[config.mk]
export PLATFORM = sky130hd
export DESIGN_NAME = inst_encoder
export DESIGN_NICKNAME = d
export VERILOG_FILES = /design/src/rtl/mips_defs.sv /design/src/rtl/inst_word_enc.sv /design/src/rtl/inst_encoder.sv
export SDC_FILE = /design/constraint.sdc
export NUM_CORES = 1
export LEC_CHECK = 0
export CORE_MARGIN = 4
export CORE_UTILIZATION = 38
export DETAILED_ROUTE_END_ITERATION = 8
export PLACE_DENSITY = 0.86
export REMOVE_ABC_BUFFERS = 1
export SYNTH_ARGS = -nofsm -noshare
export SYNTH_HDL_FRONTEND = slang
export SYNTH_HIERARCHICAL = 1
export SYNTH_SLANG_ARGS = --single-unit
[constraint.sdc]
create_clock -name clk -period 1.8 [get_ports clk]
set_clock_uncertainty 0.15 [all_clocks]
set_input_delay 0.36 -clock clk [delete_from_list [all_inputs] [get_ports clk]]
set_output_delay 0.36 -clock clk [all_outputs]
set_load 0.03 [all_outputs]
[src/rtl/mips_defs.sv]
`default_nettype none
// ============================================================================
//  Package  : mips_defs
//  Purpose  : Shared MIPS opcode constants, request-kind codes and the
//             encoder FSM state type.
//  Revision : 1.0 - initial release
// ============================================================================
package mips_defs;

  // Primary opcode field values (instruction bits 31:26)
  localparam logic [5:0] c_op_rtype = 6'b000000;
  localparam logic [5:0] c_op_lw    = 6'b100011;
  localparam logic [5:0] c_op_sw    = 6'b101011;
  localparam logic [5:0] c_op_beq   = 6'b000100;
  localparam logic [5:0] c_op_addi  = 6'b001000;
  localparam logic [5:0] c_op_j     = 6'b000010;

  // Request kind codes; 6 and 7 are illegal
  localparam logic [2:0] c_kind_r    = 3'd0;
  localparam logic [2:0] c_kind_lw   = 3'd1;
  localparam logic [2:0] c_kind_sw   = 3'd2;
  localparam logic [2:0] c_kind_beq  = 3'd3;
  localparam logic [2:0] c_kind_addi = 3'd4;
  localparam logic [2:0] c_kind_j    = 3'd5;

  // Encoder control states
  typedef enum logic [1:0] {
    st_idle = 2'd0,
    st_run  = 2'd1,
    st_done = 2'd2
  } enc_state_e;

endpackage
`default_nettype wire

[src/rtl/inst_word_enc.sv]
`default_nettype none
// ============================================================================
//  Module   : inst_word_enc
//  Purpose  : Combinational assembly of a 32-bit MIPS instruction word from
//             request kind and fields; flags kinds with no encoding.
//  Revision : 1.0 - initial release
// ============================================================================
module inst_word_enc
  import mips_defs::*;
(
  input  logic [2:0]  kind,
  input  logic [4:0]  rs,
  input  logic [4:0]  rt,
  input  logic [4:0]  rd,
  input  logic [5:0]  funct,
  input  logic [15:0] imm,
  input  logic [25:0] target,
  output logic [31:0] word,
  output logic        illegal
);

  // Select the instruction format for the requested kind
  always_comb begin
    word    = 32'h0000_0000;
    illegal = 1'b0;
    case (kind)
      c_kind_r:    word = {c_op_rtype, rs, rt, rd, 5'b00000, funct};
      c_kind_lw:   word = {c_op_lw,    rs, rt, imm};
      c_kind_sw:   word = {c_op_sw,    rs, rt, imm};
      c_kind_beq:  word = {c_op_beq,   rs, rt, imm};
      c_kind_addi: word = {c_op_addi,  rs, rt, imm};
      c_kind_j:    word = {c_op_j,     target};
      default:     illegal = 1'b1;
    endcase
  end

endmodule
`default_nettype wire

[src/rtl/inst_encoder.sv]
`default_nettype none
// ============================================================================
//  Module   : inst_encoder
//  Purpose  : Accepts instruction requests, encodes them and writes the words
//             sequentially into instruction memory starting at address 0.
//             Tracks fill level, end of program and illegal requests.
//  Revision : 1.0 - initial release
// ============================================================================
module inst_encoder
  import mips_defs::*;
#(
  parameter int ADDR_W = 8
) (
  input  logic              clk,
  input  logic              rst,
  input  logic              start,
  input  logic              in_valid,
  output logic              in_ready,
  input  logic [2:0]        in_kind,
  input  logic [4:0]        in_rs,
  input  logic [4:0]        in_rt,
  input  logic [4:0]        in_rd,
  input  logic [5:0]        in_funct,
  input  logic [15:0]       in_imm,
  input  logic [25:0]       in_target,
  input  logic              finish,
  output logic              mem_we,
  output logic [ADDR_W-1:0] mem_addr,
  output logic [31:0]       mem_wdata,
  output logic [ADDR_W:0]   count,
  output logic              full,
  output logic              done,
  output logic              err
);

  localparam logic [ADDR_W:0] c_count_one = {{ADDR_W{1'b0}}, 1'b1};

  enc_state_e        r_state;
  enc_state_e        w_state_nxt;
  logic [ADDR_W:0]   r_count;
  logic              r_err;
  logic              r_mem_we;
  logic [ADDR_W-1:0] r_mem_addr;
  logic [31:0]       r_mem_wdata;
  logic [31:0]       w_word;
  logic              w_illegal;
  logic              w_hs;
  logic              w_write;
  logic              w_full;

  inst_word_enc u_word_enc (
    .kind    (in_kind),
    .rs      (in_rs),
    .rt      (in_rt),
    .rd      (in_rd),
    .funct   (in_funct),
    .imm     (in_imm),
    .target  (in_target),
    .word    (w_word),
    .illegal (w_illegal)
  );

  // Count never exceeds the memory depth, so its top bit is the full flag
  // and the low bits double as the non-wrapping write pointer.
  assign w_full  = r_count[ADDR_W];
  assign w_hs    = in_valid & in_ready;
  // A handshake coinciding with start belongs to the abandoned program
  assign w_write = w_hs & ~w_illegal & ~start;

  // State register
  always_ff @(posedge clk) begin
    if (rst) r_state <= st_idle;
    else     r_state <= w_state_nxt;
  end

  // Next-state logic plus state-derived handshake/status outputs
  always_comb begin
    w_state_nxt = r_state;
    in_ready    = 1'b0;
    done        = 1'b0;
    case (r_state)
      st_idle: begin
        if (start) w_state_nxt = st_run;
      end
      st_run: begin
        in_ready = ~w_full;
        if (start)       w_state_nxt = st_run;
        else if (finish) w_state_nxt = st_done;
      end
      st_done: begin
        done = 1'b1;
        if (start) w_state_nxt = st_run;
      end
      default: w_state_nxt = st_idle;
    endcase
  end

  // Write register, fill counter and sticky illegal-request flag
  always_ff @(posedge clk) begin
    if (rst) begin
      r_mem_we    <= 1'b0;
      r_mem_addr  <= '0;
      r_mem_wdata <= 32'h0000_0000;
      r_count     <= '0;
      r_err       <= 1'b0;
    end else begin
      r_mem_we <= w_write;
      if (w_write) begin
        r_mem_addr  <= r_count[ADDR_W-1:0];
        r_mem_wdata <= w_word;
      end
      if (start) begin
        r_count <= '0;
        r_err   <= 1'b0;
      end else begin
        if (w_write)          r_count <= r_count + c_count_one;
        if (w_hs & w_illegal) r_err   <= 1'b1;
      end
    end
  end

  assign mem_we    = r_mem_we;
  assign mem_addr  = r_mem_addr;
  assign mem_wdata = r_mem_wdata;
  assign count     = r_count;
  assign full      = w_full;
  assign err       = r_err;

endmodule
`default_nettype wire

==> results list, run 1 <==
* Final global-route overflow total: 0
- Mean Syn Cell Area: 7.81 um^2
- Hold Violations, Final: 0
* Cell with the largest stage delay on the worst path: sky130_fd_sc_hd__clkdlybuf4s50_1
* Power density relative to cell area: 565 nW/um^2
- After the first detailed-routing iteration, the DRC count stood at 179.
* Commonest non-fill, non-tap cells in the layout: sky130_fd_sc_hd__clkdlybuf4s50_1, sky130_fd_sc_hd__o21ai_0, sky130_fd_sc_hd__dlygate4sd2_1
- Proportion of layout cells with a drive suffix above 1: 10.9%
* Cell area after technology mapping: 2840 um^2
- Hold repair after CTS inserted 0 buffers.
- Counting every instance in the synthesized netlist gives 363.
- The repair_antennas step left the layout with diodes totalling 0.
- First-pass GRT wire length: 15.6 mm
* Critical path class: in -> reg
- Static leakage power: 1.79 nW
* Final setup vio count: 0
- H-tree depth reported by CTS: 2
- Initial antenna violation count: 0
- In this run the cell area measured after placement is 4270 um^2.
* Worst ir drop on vdd: 378 uV
- Hold timing on the final database bottoms out at a slack of 0.327 ns.
- Counting along the longest clock path gives a buffer depth of 2.
- Arrival time at the worst endpoint: 1.81 ns
- After layout, the worst path uses 99.0% of the clock period.
- Counting both buffers and inverters, the worst setup path holds a total of 2.
- Critical Path Sink Type: flip-flop
- Non-Filler Cell Area, Final: 4320 um^2
- Across every metal layer, demand over resource in global routing totals 21.9%.
- CTS sink cnt: 53
- Counting flops and latches in the post-synthesis netlist gives 53.
- The number of global-route vias before repair was 3271.
- 125 I/O pins were placed.
- The wire-length estimate of the detail-placed layout is 7.32 mm.
* Wire per inst: 16.9 um
- The number of clock buffers added by TritonCTS is 5.
* Clock tree from TritonCTS: done
* Total design power: 2.44 mW
- Number of detailed-routing iterations run before antenna repair: 4
- The sequential cells in the finished layout cover a total of 1060 um^2.
* Largest net degree at the start of global routing: 27
* Post-Route Utilization: 59.5%
* Critical path data required time: 1.82 ns
* Synth warnings: 6
- Hold Crit Class: reg -> reg
- Total Neg Setup Slack: 0 ns
* DR vias: 3283
* Number of vias per cell after detailed routing: 5.62
- Cell total after placement: 577
* Leading cell type in the layout, fill and taps excluded: sky130_fd_sc_hd__clkdlybuf4s50_1
- RSZ-0062 raised after global routing: true
* Total number of placement rows: 31
- Of the synthesized area, sequential elements account for 37.4%.
- Maximum clock frequency: 561 MHz
- The final max-slew violation count was 0.
* Share of synthesized flip-flops with an asynchronous set or reset: 0%
* Number of port buffers: 124
* Yosys cell types: 42
- Routability congestion estimate from global placement: 0.835
* Aggregate routed wire length: 9.87 mm
- In this design, the largest share of critical-path delay is due to buffers and inverters.
- Critical path depth in cells: 6
* Drt drc: 0
- Path depth of the worst reg2reg path: 5
* Setup repair bufs after CTS: 0
- After the last flow step, the layout net total stands at 557.
- Master cell of the clock root buffer: sky130_fd_sc_hd__clkbuf_8
* Core Box Area: 7250 um^2
* Kind of launch point of the worst setup path: primary input
- Chip width: 94.4 um
- Ordered list of cells on the worst path: clkdlybuf4s50_1 -> and2_4 -> or2_2 -> buf_12 -> o21ai_0 -> a21oi_1
* Count of flip-flops with a built-in enable after synthesis: 0
* Full die area: 8910 um^2
- Result of the run: completed
* Area growth from synthesis to final layout: 52.3%
- Initial standard-cell utilization of the core: 39.1%
* Highest net fanout along the worst path: 23
- Final worst setup slack: 0.0173 ns
- Among all flip-flop cells after synthesis, the most frequent one is sky130_fd_sc_hd__dfxtp_1.
* Delay of the slowest critical-path stage: 0.45 ns
* Leading post-synthesis cells by cell area: sky130_fd_sc_hd__dfxtp_1, sky130_fd_sc_hd__o21ai_0, sky130_fd_sc_hd__a21oi_1
- Clock input transition at the sequential cells of the worst setup and hold paths: 0.10 ns
* Biggest area consumer among synthesized cells: sky130_fd_sc_hd__dfxtp_1
- Worst hold path stage count: 2
* Die Height: 94.4 um
- Fill cells: 691
- Maxcap violations: 0
- Clock latency of the later-clocked register in the worst-skew pair: 0.30 ns
- Counting I/O delays and the setup requirement, the final critical path takes 1.78 ns.
* Count of nets left with antenna violations after detail routing: 0
- Share of Yosys cell area claimed by the top area cell type: 37.4%
- The multi-input combinational cells in the finished layout cover a total of 1570 um^2.
- Leaving out filler cells and counting taps, the final layout contains 584.
- Timing analysis after detailed placement gives a worst setup slack of -0.641 ns.
worst reg2reg max path: stages, from the launching register on:
cell and delay, ns:
sky130_fd_sc_hd__dfxtp_1 0.44, sky130_fd_sc_hd__ha_1 0.21, sky130_fd_sc_hd__nor4bb_1 0.35, sky130_fd_sc_hd__buf_4 0.19, sky130_fd_sc_hd__nand3_1 0.09, sky130_fd_sc_hd__mux2i_1 0.18
timing repair:
| item | in CTS | in global routing |
|---|---|---|
| endpoints found under the setup margin | 97 | 26 |
| gates cloned | 0 | 0 |
| pin swaps | 0 | 0 |
| gates resized for setup | 58 | 5 |
sequential cells by signal, summed over array words and instances, names as in the netlist:
signal / flops
mem_wdata: 32
r_state: 2
mem_we: 1
mem_addr: 8
err: 1
count: 9
final cells by class:
| cell class | count | share of cell area [%] |
|---|---|---|
| multi-input combinational | 265 | 36.3 |
| sequential | 53 | 24.6 |
| inverter | 4 | 0.348 |
| timing repair buffer | 156 | 33.8 |
| clock inverter | 1 | 0.174 |
| clock buffer | 6 | 1.91 |
| tap | 99 | 2.87 |
path summary, 6_finish.rpt:
| kind | from | to | slack [ns] |
|---|---|---|---|
| min reg2reg | mem_wdata[4] | mem_wdata[4] | 0.33 |
| max | in_kind[2] | mem_addr[4] | 0.02 |
| max reg2reg | count[0] | count[4] | 0.12 |
| min | mem_wdata[4] | mem_wdata[4] | 0.33 |
report_power, final:
part,internal (mW),switching (mW)
logic,0.278,0.275
registers,1.19,0.00996
clock network,0.305,0.387
logic make-up (layout without fill, tap and decap cells):
family	after synthesis	count (layout)	share of synthesized area, %
XOR/XNOR	1	1	0.309
AO/OA/AOI/OAI	142	142	27.4
flip-flops	53	53	37.4
buffers and inverters	45	167	7.99
adder cells (fa/ha/maj)	1	1	0.441
multiplexers	21	21	7.41
other	1	1	0.132
AND/OR/NAND/NOR	99	99	18.9
synthesized netlist by cell type, types with 3 or more instances:
| cell | instances |
|---|---|
| sky130_fd_sc_hd__o21ai_0 | 58 |
| sky130_fd_sc_hd__buf_4 | 5 |
| sky130_fd_sc_hd__clkbuf_1 | 19 |
| sky130_fd_sc_hd__dfxtp_1 | 53 |
| sky130_fd_sc_hd__or2_2 | 3 |
| sky130_fd_sc_hd__buf_2 | 13 |
| sky130_fd_sc_hd__nand2_1 | 22 |
| sky130_fd_sc_hd__nand3_1 | 42 |
| sky130_fd_sc_hd__a32oi_1 | 11 |
| sky130_fd_sc_hd__buf_6 | 3 |
| sky130_fd_sc_hd__a21oi_1 | 47 |
| sky130_fd_sc_hd__inv_1 | 4 |
| sky130_fd_sc_hd__o22ai_1 | 5 |
| sky130_fd_sc_hd__nor2_1 | 8 |
| sky130_fd_sc_hd__o21ai_1 | 15 |
| sky130_fd_sc_hd__mux2i_1 | 21 |
| sky130_fd_sc_hd__or3_1 | 5 |
per-layer routing:
metal / GRT usage (%) / vias to the layer above / share of wire (%)
met5: 0 / - / 0
met4: 9.87 / 0 / 3.3
met3: 3.59 / 30 / 5.8
met2: 39.3 / 131 / 52
met1: 25.3 / 1560 / 39
li1: - / 1562 / -
Power figures use the tool's default switching activity.
==> run 2, diff against run 1 <==
Settings changed: CORE_UTILIZATION 38 to 45, PLACE_DENSITY 0.86 to 0.94.
Clock period 1.8 ns to 2.15 ns, I/O delays scaled along.
==> run 2 against run 1 <==
Die area shrank 14%. Register-to-register slack gained 0.39 ns. Setup slack gained 0.035 ns. Global-route usage grew 2.8 points. Via count grew 0.49%. Sequential share of layout area grew 0.27 points. Critical path depth is the same. Final cell count shrank 4.8%. Clock power shrank 22%. Non-clock buffer count shrank 5. Highest routed layer unchanged.
==> results list, run 2 (synthesized netlist as in run 1, its figures left out) <==
- Clock buffer count from CTS: 5 (unchanged)
- The mean routed wirelength per cell is 17.0 um (+0.65%).
* Cell with the largest stage delay on the worst path: sky130_fd_sc_hd__nor2_1
* Routability congestion estimate from global placement: 0.847 (+1.4%)
- Count of nets left with antenna violations after detail routing: 0 (unchanged)
* Leading cell type in the layout, fill and taps excluded: sky130_fd_sc_hd__clkdlybuf4s50_1
* Static leakage power: 1.52 nW (-15%)
* Result of the run: completed
* Arrival time at the worst endpoint: 2.18 ns (+0.37 ns)
- The number of input and output port buffers inserted came to 124 (unchanged).
- The total number of placement rows was 28 (-9.7%).
- For the pin with the worst max-slew slack, the measured transition is 0.757 ns.
- The total overflow reported by the global router was 0 (unchanged).
- Power density relative to cell area: 467 nW/um^2 (-17%)
- Total routing usage reported by global routing: 24.6% (+2.8 points)
- Aggregate routed wire length: 9.45 mm (-4.2%)
* Worst hold path stage count: 2 (unchanged)
- The number of buffers on the longest clock path came to 2 (unchanged).
* Setup slack after placement: -0.162 ns (+0.479 ns)
- The via count normalized by instance count is 5.93 (+5.5%).
- Die Height: 87.4 um (-7.4%)
* Final Net Count: 552 (-0.90%)
* H-tree depth reported by CTS: 2 (unchanged)
- The first-pass detailed-route iteration total was 6 (+2).
- Fill cells: 478 (-31%)
- Clock latency of the later-clocked register in the worst-skew pair: 0.30 ns (about the same)
* Path depth of the worst reg2reg path: 4 (-1)
- Ordered list of cells on the worst path: clkdlybuf4s50_1 -> nor2_1 -> a32oi_1 -> o21ai_1 -> nand3_1 -> a21oi_1
* Largest net degree at the start of global routing: 26 (-3.7%)
- The global-route wire length before repair is 15.3 mm (-1.6%).
* Hold Crit Class: reg -> reg
* CTS sink cnt: 53 (unchanged)
- The number of vias in the routed layout came to 3299 (+0.49%).
* Proportion of layout cells with a drive suffix above 1: 8.73% (-2.2 points)
- The count of routing violations after the opening detailed-route iteration was 202 (+13%).
* Highest net fanout along the worst path: 11 (-52%)
- Critical Path Sink Type: flip-flop
* Drt drc: 0 (unchanged)
- The post-CTS repair timing setup buffer count is 0 (unchanged).
- Clock tree synthesis selected as its root buffer the cell sky130_fd_sc_hd__clkbuf_8.
* Chip width: 87.4 um (-7.4%)
- The biggest cell delay along the critical path came to 0.64 ns (+0.19 ns).
* Commonest non-fill, non-tap cells in the layout: sky130_fd_sc_hd__clkdlybuf4s50_1, sky130_fd_sc_hd__o21ai_0, sky130_fd_sc_hd__dfxtp_1
* Number of flip-flops in the largest register: 32 (unchanged)
- The power after layout is 1.99 mW (-18%).
- The number of I/O pins is 125 (unchanged).
- TritonCTS built the clock tree.
- The final max-slew violation count was 0 (unchanged).
- The number of failing hold endpoints at the final stage came to 0 (unchanged).
* Maxcap violations: 0 (unchanged)
- Core Box Area: 6030 um^2 (-17%)
- The worst path uses 97.6% of the clock period.
- Maximum clock frequency: 477 MHz
- Antenna diode count: 0 (unchanged)
- Subtracting the final worst setup slack from the clock period gives 2.10 ns.
- Vias in the first global route: 3262 (-0.28%)
- The clock transition at the registers of the reported paths was 0.09 ns (about the same).
- Total half-perimeter wirelength after legalization and detailed placement: 7.03 mm (-3.9%)
* Final setup vio count: 0 (unchanged)
- The worst setup path is launched from a primary input.
* Full die area: 7630 um^2 (-14%)
* Critical path class: in -> reg
* Initial standard-cell utilization of the core: 47.1% (+8.0 points)
- The worst pin sits at a relative slew slack of 49.3%.
- Worst ir drop on vdd: 368 uV (-2.8%)
- The initial antenna violation count came to 0 (unchanged).
- The worst path setup slack after routing is 0.0527 ns (+0.0353 ns).
* Area growth from synthesis to final layout: 50.5%
- RSZ-0062 raised after global routing: false
* Critical path data required time: 2.23 ns (+0.41 ns)
[run 2: final timing paths]
check	start	slack, ns	end
max	in_kind[2]	0.05	mem_wdata[3]
min reg2reg	mem_wdata[6]	0.33	mem_wdata[6]
max reg2reg	r_state[0]	0.51	mem_wdata[3]
min	mem_wdata[6]	0.33	mem_wdata[6]
[run 2: cell type report]
type	instances	area (um^2)	area share, %
Multi-Input combinational cell	265	1550	36.3
Inverter	4	15.0	0.352
Sequential cell	53	1060	24.9
Timing Repair Buffer	151	1460	34.3
Clock inverter	2	10.0	0.235
Tap cell	75	93.8	2.20
Clock buffer	6	72.6	1.70
[run 2: stage by stage]
| step | std cells | hold slack, ns | TNS [ns] | utilization, % | instance area (um^2) |
|---|---|---|---|---|---|
| 4_1_cts | 556 | 0.331 | 0 | 70.8 | 4260 |
| 3_5_place_dp | 548 | 0.318 | -4.01 | 69.4 | 4180 |
| 3_3_place_gp | 548 | 0.310 | -1.46 | 69.4 | 4180 |
| 2_1_floorplan | 322 | 0.338 | -12.20 | - | 2620 |
| 6_report | 556 | 0.330 | 0 | 70.8 | 4270 |
| 5_1_grt | 556 | 0.354 | 0 | 70.8 | 4270 |
[run 2: routing by layer]
metal  share of wire, %  track usage (%)  wire length [um]
met5                  0                0                 0
met4                3.5             10.9               335
met3                8.5             5.01               808
met2                 49             41.8              4630
met1                 39             29.9              3680
[run 2: what timing repair did]
action,in CTS,in global routing
gates resized for setup,2,1
hold buffers,0,0
endpoints found under the setup margin,2,1
[run 2: critical path: cells and delay by family]
| kind | cells | cell delay [ns] |
|---|---|---|
| compound gates | 3 | 0.51 |
| buf+inv | 1 | 0.51 |
| simple gates | 2 | 0.72 |
[run 2: where the power goes]
group | switching, mW | internal [mW] | leakage [nW]
Sequential | 0.00819 | 0.993 | 0.428
Clock | 0.311 | 0.226 | 0.0450
Combinational | 0.225 | 0.228 | 1.05
==> run 3, diff against run 2 <==
Settings changed: HOLD_SLACK_MARGIN set to 0.1.
==> results of run 3 <==
Same layout as run 2: the final DEF is identical, and so are final timing and power.
